$ cat src/rtl/frequency_meter.sv
// Counts synchronized rising edges of signal_in over a fixed gate window and
// reports the saturated count once per completed window with a one-cycle strobe.
module frequency_meter #(
    parameter int unsigned GATE_CYCLES = 50_000_000,
    parameter int unsigned COUNT_WIDTH = 32
) (
    input  logic                   clock_in,
    input  logic                   reset,
    input  logic                   enable,
    input  logic                   signal_in,
    output logic [COUNT_WIDTH-1:0] freq_out,
    output logic                   freq_valid,
    output logic                   overflow,
    output logic                   busy
);

    localparam int unsigned GATE_WIDTH = $clog2(GATE_CYCLES);
    localparam logic [GATE_WIDTH-1:0] GATE_LAST = GATE_WIDTH'(GATE_CYCLES - 1);

    typedef enum logic {
        IDLE,
        MEASURE
    } state_t;

    state_t                 state;
    logic                   sync1;
    logic                   sync2;
    logic                   prev;
    logic                   rise;
    logic [GATE_WIDTH-1:0]  gate_cnt;
    logic [COUNT_WIDTH-1:0] edge_cnt;
    logic                   sat;
    logic [COUNT_WIDTH:0]   edge_sum;
    logic                   sum_carry;
    logic [COUNT_WIDTH-1:0] edge_next;

    // History flop runs in every state so a level already high at window start is not a rise
    always_ff @(posedge clock_in) begin
        if (reset) begin
            sync1 <= 1'b0;
            sync2 <= 1'b0;
            prev  <= 1'b0;
        end else begin
            sync1 <= signal_in;
            sync2 <= sync1;
            prev  <= sync2;
        end
    end

    always_comb begin
        rise      = sync2 & ~prev;
        edge_sum  = {1'b0, edge_cnt} + {{COUNT_WIDTH{1'b0}}, rise};
        sum_carry = edge_sum[COUNT_WIDTH];
        edge_next = sum_carry ? '1 : edge_sum[COUNT_WIDTH-1:0];
    end

    always_ff @(posedge clock_in) begin
        if (reset) begin
            state      <= IDLE;
            gate_cnt   <= '0;
            edge_cnt   <= '0;
            sat        <= 1'b0;
            freq_out   <= '0;
            freq_valid <= 1'b0;
            overflow   <= 1'b0;
            busy       <= 1'b0;
        end else begin
            freq_valid <= 1'b0;
            case (state)
                IDLE: begin
                    busy <= 1'b0;
                    if (enable) begin
                        state    <= MEASURE;
                        busy     <= 1'b1;
                        gate_cnt <= '0;
                        edge_cnt <= '0;
                        sat      <= 1'b0;
                    end
                end
                MEASURE: begin
                    if (gate_cnt == GATE_LAST) begin
                        // Final cycle completes even if enable dropped; its rise is included
                        freq_out   <= edge_next;
                        overflow   <= sat | sum_carry;
                        freq_valid <= 1'b1;
                        gate_cnt   <= '0;
                        edge_cnt   <= '0;
                        sat        <= 1'b0;
                        if (!enable) begin
                            state <= IDLE;
                            busy  <= 1'b0;
                        end
                    end else if (!enable) begin
                        state <= IDLE;
                        busy  <= 1'b0;
                    end else begin
                        gate_cnt <= gate_cnt + GATE_WIDTH'(1);
                        edge_cnt <= edge_next;
                        sat      <= sat | sum_carry;
                    end
                end
                default: begin
                    state <= IDLE;
                    busy  <= 1'b0;
                end
            endcase
        end
    end

endmodule

$ cat config.mk
export PLATFORM = sky130hd
export DESIGN_NAME = frequency_meter
export DESIGN_NICKNAME = d
export VERILOG_FILES = /design/src/rtl/frequency_meter.sv
export SDC_FILE = /design/constraint.sdc
export NUM_CORES = 1
export LEC_CHECK = 0
export CAP_MARGIN = 20
export CORE_ASPECT_RATIO = 0.8
export CORE_MARGIN = 2
export CORE_UTILIZATION = 45
export DETAILED_ROUTE_END_ITERATION = 8
export PLACE_DENSITY = 0.7
export SLEW_MARGIN = 5
export SYNTH_ARGS = -nofsm -noshare
export SYNTH_HDL_FRONTEND = slang
export SYNTH_SLANG_ARGS = --single-unit
export TNS_END_PERCENT = 20
$ cat constraint.sdc
create_clock -name clock_in -period 2.9 [get_ports clock_in]
set_clock_uncertainty 0.2 [all_clocks]
set_input_delay 0.435 -clock clock_in [delete_from_list [all_inputs] [get_ports clock_in]]
set_output_delay 0.435 -clock clock_in [all_outputs]
set_load 0.05 [all_outputs]
==> out/metrics.cfg <==
[outcome]
outcome=finished clean

[synth]
syn_avg_cell_area_um2=8.22
async_reset_ff_share_pct=0
ys_ff_latch=98
yosysTopAreaCellShare_pct=38.8
synth_top_area_cell=dfxtp_1
ys_types=66
synth-edff-count=0
netlist_instances=616
synth_area_leaders=dfxtp_1 (39%), o21ai_0 (4.8%), nor2_1 (4.2%)
synth_nets=623
ys_seq_area_share_pct=38.8
syn-cell-area_um2=5060
yosysWarningCount=0
synth_flop_cell=dfxtp_1

[die]
io_pins=39
coreArea_um2=10900
start_util_pct=46.3
die_h_um=98.9
die_area_um2=12100
die_w_um=123
rows=34

[flow_run]
cap_viol_max_count=0

[final_layout]
final_nets=657
nFillCells=971
multi_input_area_um2=2850
regArea_um2=1960
final_design_area_no_fill_um2=5970
layout_common_cells=dfxtp_1 (98), nor2_1 (56), o21ai_0 (49)
drive_gt1_share_pct=9.16
diodes=0
syn_to_final_growth_pct=18.0
layout_commonest_cell=dfxtp_1
instances_no_fill=799

[setup_path]
setup.worst_path.start_class=register
reg2regPathDepth=7
arrival_ps=2660
cp_max_fo=8
critPathRequiredTime_ps=2910
crit_path_end_kind=register
path_class=register to register

[pwr]
power_density_nw_per_um2=448
vdd_ir_drop_max_uv=289
p_leak_nw=1.97

[timing]
fin_crit_ps=2650
layout_worst_path_cycle_share_pct=91.3
setup_ws_ps=251
fmax_mhz=377
fin_setup_tns_ps=0
max_slew_margin_pct=57.2
tightestPinTransition_ps=637
slew_viol_final=0
finalSetupViolations=0
rsz0062_at_grt=no
hold_viol=0

[placement]
dp_hpwl_um=9520
place_area_um2=5670
numPortBuffers=38
place_ws_ps=298
dpl.cell_count=783
place.gp.congestion=0.926

[clock_network]
cts_tree=built
post_cts_resized=0
cts-root-buf=clkbuf_16
path_clk_slew_ps=70
cts_sinks=98
clk_path_buf_depth=2
cts_made_buffers=9
postCtsSetupRepairBufs=0
cts_hold_buf=0
clkLatencyLatePin_ps=340
htree_levels=3

[drt]
vias=4871
drt-wirelength-per-cell_um=16.9
drt_iter0_drc=369
remaining_drc_errors=0
drtPass1Iterations=4
via_per_inst=6.10
routed_wl_um=13500
antenna_left=0

[grt]
antenna_found_initial=0
grt_pass1_vias=4488
grt_max_degree=48
grt_overflow=0
grt_usage_pct=23.1
grt_pass1_wl_um=22400

[hold_path]
min_path_cells=2
hp-class=input pin to register

per-stage QoR:
stage               hold slack [ps]  total power (W)  utilization [%]
global route                    235          0.00276             54.6
floorplan                       214          0.00144                -
global placement                244          0.00148             51.8
CTS                             211          0.00269             54.6
finish                          236          0.00267             54.6
detailed placement              229          0.00148             51.8
routing by layer:
layer	global-route usage [%]	vias up	part of all wire [%]
met5	0	-	0
met4	7.96	0	1.9
met3	5.44	23	7.5
met2	34.3	182	43
met1	32.8	2305	48
li1	-	2361	-
synth_stat cells, types with 2 or more instances:
master	number
nor3_2	2
a311oi_1	8
nor3b_1	2
a22oi_1	3
a21oi_1	38
nor4_1	8
buf_4	2
or4_1	12
clkbuf_1	29
ha_1	3
a41oi_1	3
dfxtp_1	98
o2bb2ai_1	3
a21boi_0	2
nor2b_1	5
o21ai_0	49
nor2_1	56
nand4_1	23
nand3_1	24
xor2_1	8
buf_2	9
nor4b_1	3
and2_1	4
o22ai_1	6
a211oi_2	4
or3_1	11
a21o_1	12
o211ai_1	2
xnor2_1	18
a31oi_1	10
and3_1	6
a211oi_1	15
o31ai_1	5
nor3_1	13
a22o_1	6
inv_1	19
mux2i_1	5
nand2b_1	6
nand2_1	44
o21bai_1	4
and4_1	10
nand4_2	2
logic make-up after synthesis:
kind of cell / count (synthesis) / share of synthesized area, %
adder cells (fa/ha/maj): 3 / 0.742
flip-flops: 98 / 38.8
multiplexers: 5 / 0.989
AND/OR/NAND/NOR: 240 / 26.5
AO/OA/AOI/OAI: 183 / 23.6
XOR/XNOR: 26 / 4.50
buffers and inverters: 61 / 4.92
path summary, 6_finish.rpt:
kind                                to  slack [ps]             start
min          gate_cnt[17]$_SDFFE_PP0P_         240             reset
max reg2reg  edge_cnt[24]$_SDFFE_PP0P_         250  sync2$_SDFF_PP0_
max          edge_cnt[24]$_SDFFE_PP0P_         250  sync2$_SDFF_PP0_
min reg2reg           sync2$_SDFF_PP0_         240  sync1$_SDFF_PP0_
flip-flops by register name (all words and copies together), names as in the netlist:
| register | cells |
|---|---|
| prev | 1 |
| busy | 1 |
| state | 1 |
| sat | 1 |
| sync2 | 1 |
| overflow | 1 |
| sync1 | 1 |
| freq_valid | 1 |
| freq_out | 32 |
| gate_cnt | 26 |
| edge_cnt | 32 |
final cells by class:
| class | count | area share (%) |
|---|---|---|
| Tap cell | 144 | 3.02 |
| Timing Repair Buffer | 65 | 10.1 |
| Inverter | 19 | 1.19 |
| Sequential cell | 98 | 32.8 |
| Clock buffer | 12 | 4.29 |
| Clock inverter | 4 | 0.838 |
| Multi-Input combinational cell | 457 | 47.7 |
where the power goes:
group | internal [W] | total [W] | switching, W | leakage (nW)
clock network | 0.000715 | 0.00123 | 0.000511 | 0.145
logic | 0.0000318 | 0.0000976 | 0.0000658 | 1.04
registers | 0.00135 | 0.00135 | 0.00000207 | 0.790
total | 0.00210 | 0.00267 | 0.000579 | 1.97
worst max-delay path: stages (launching register included):
cell,delay [ps]
dfxtp_1,320
nor2b_1,180
ha_1,260
nand4_1,130
or4_1,630
or4_4,590
a22oi_2,130
nor3_1,60
No activity file was read; power rests on OpenSTA's default activity.
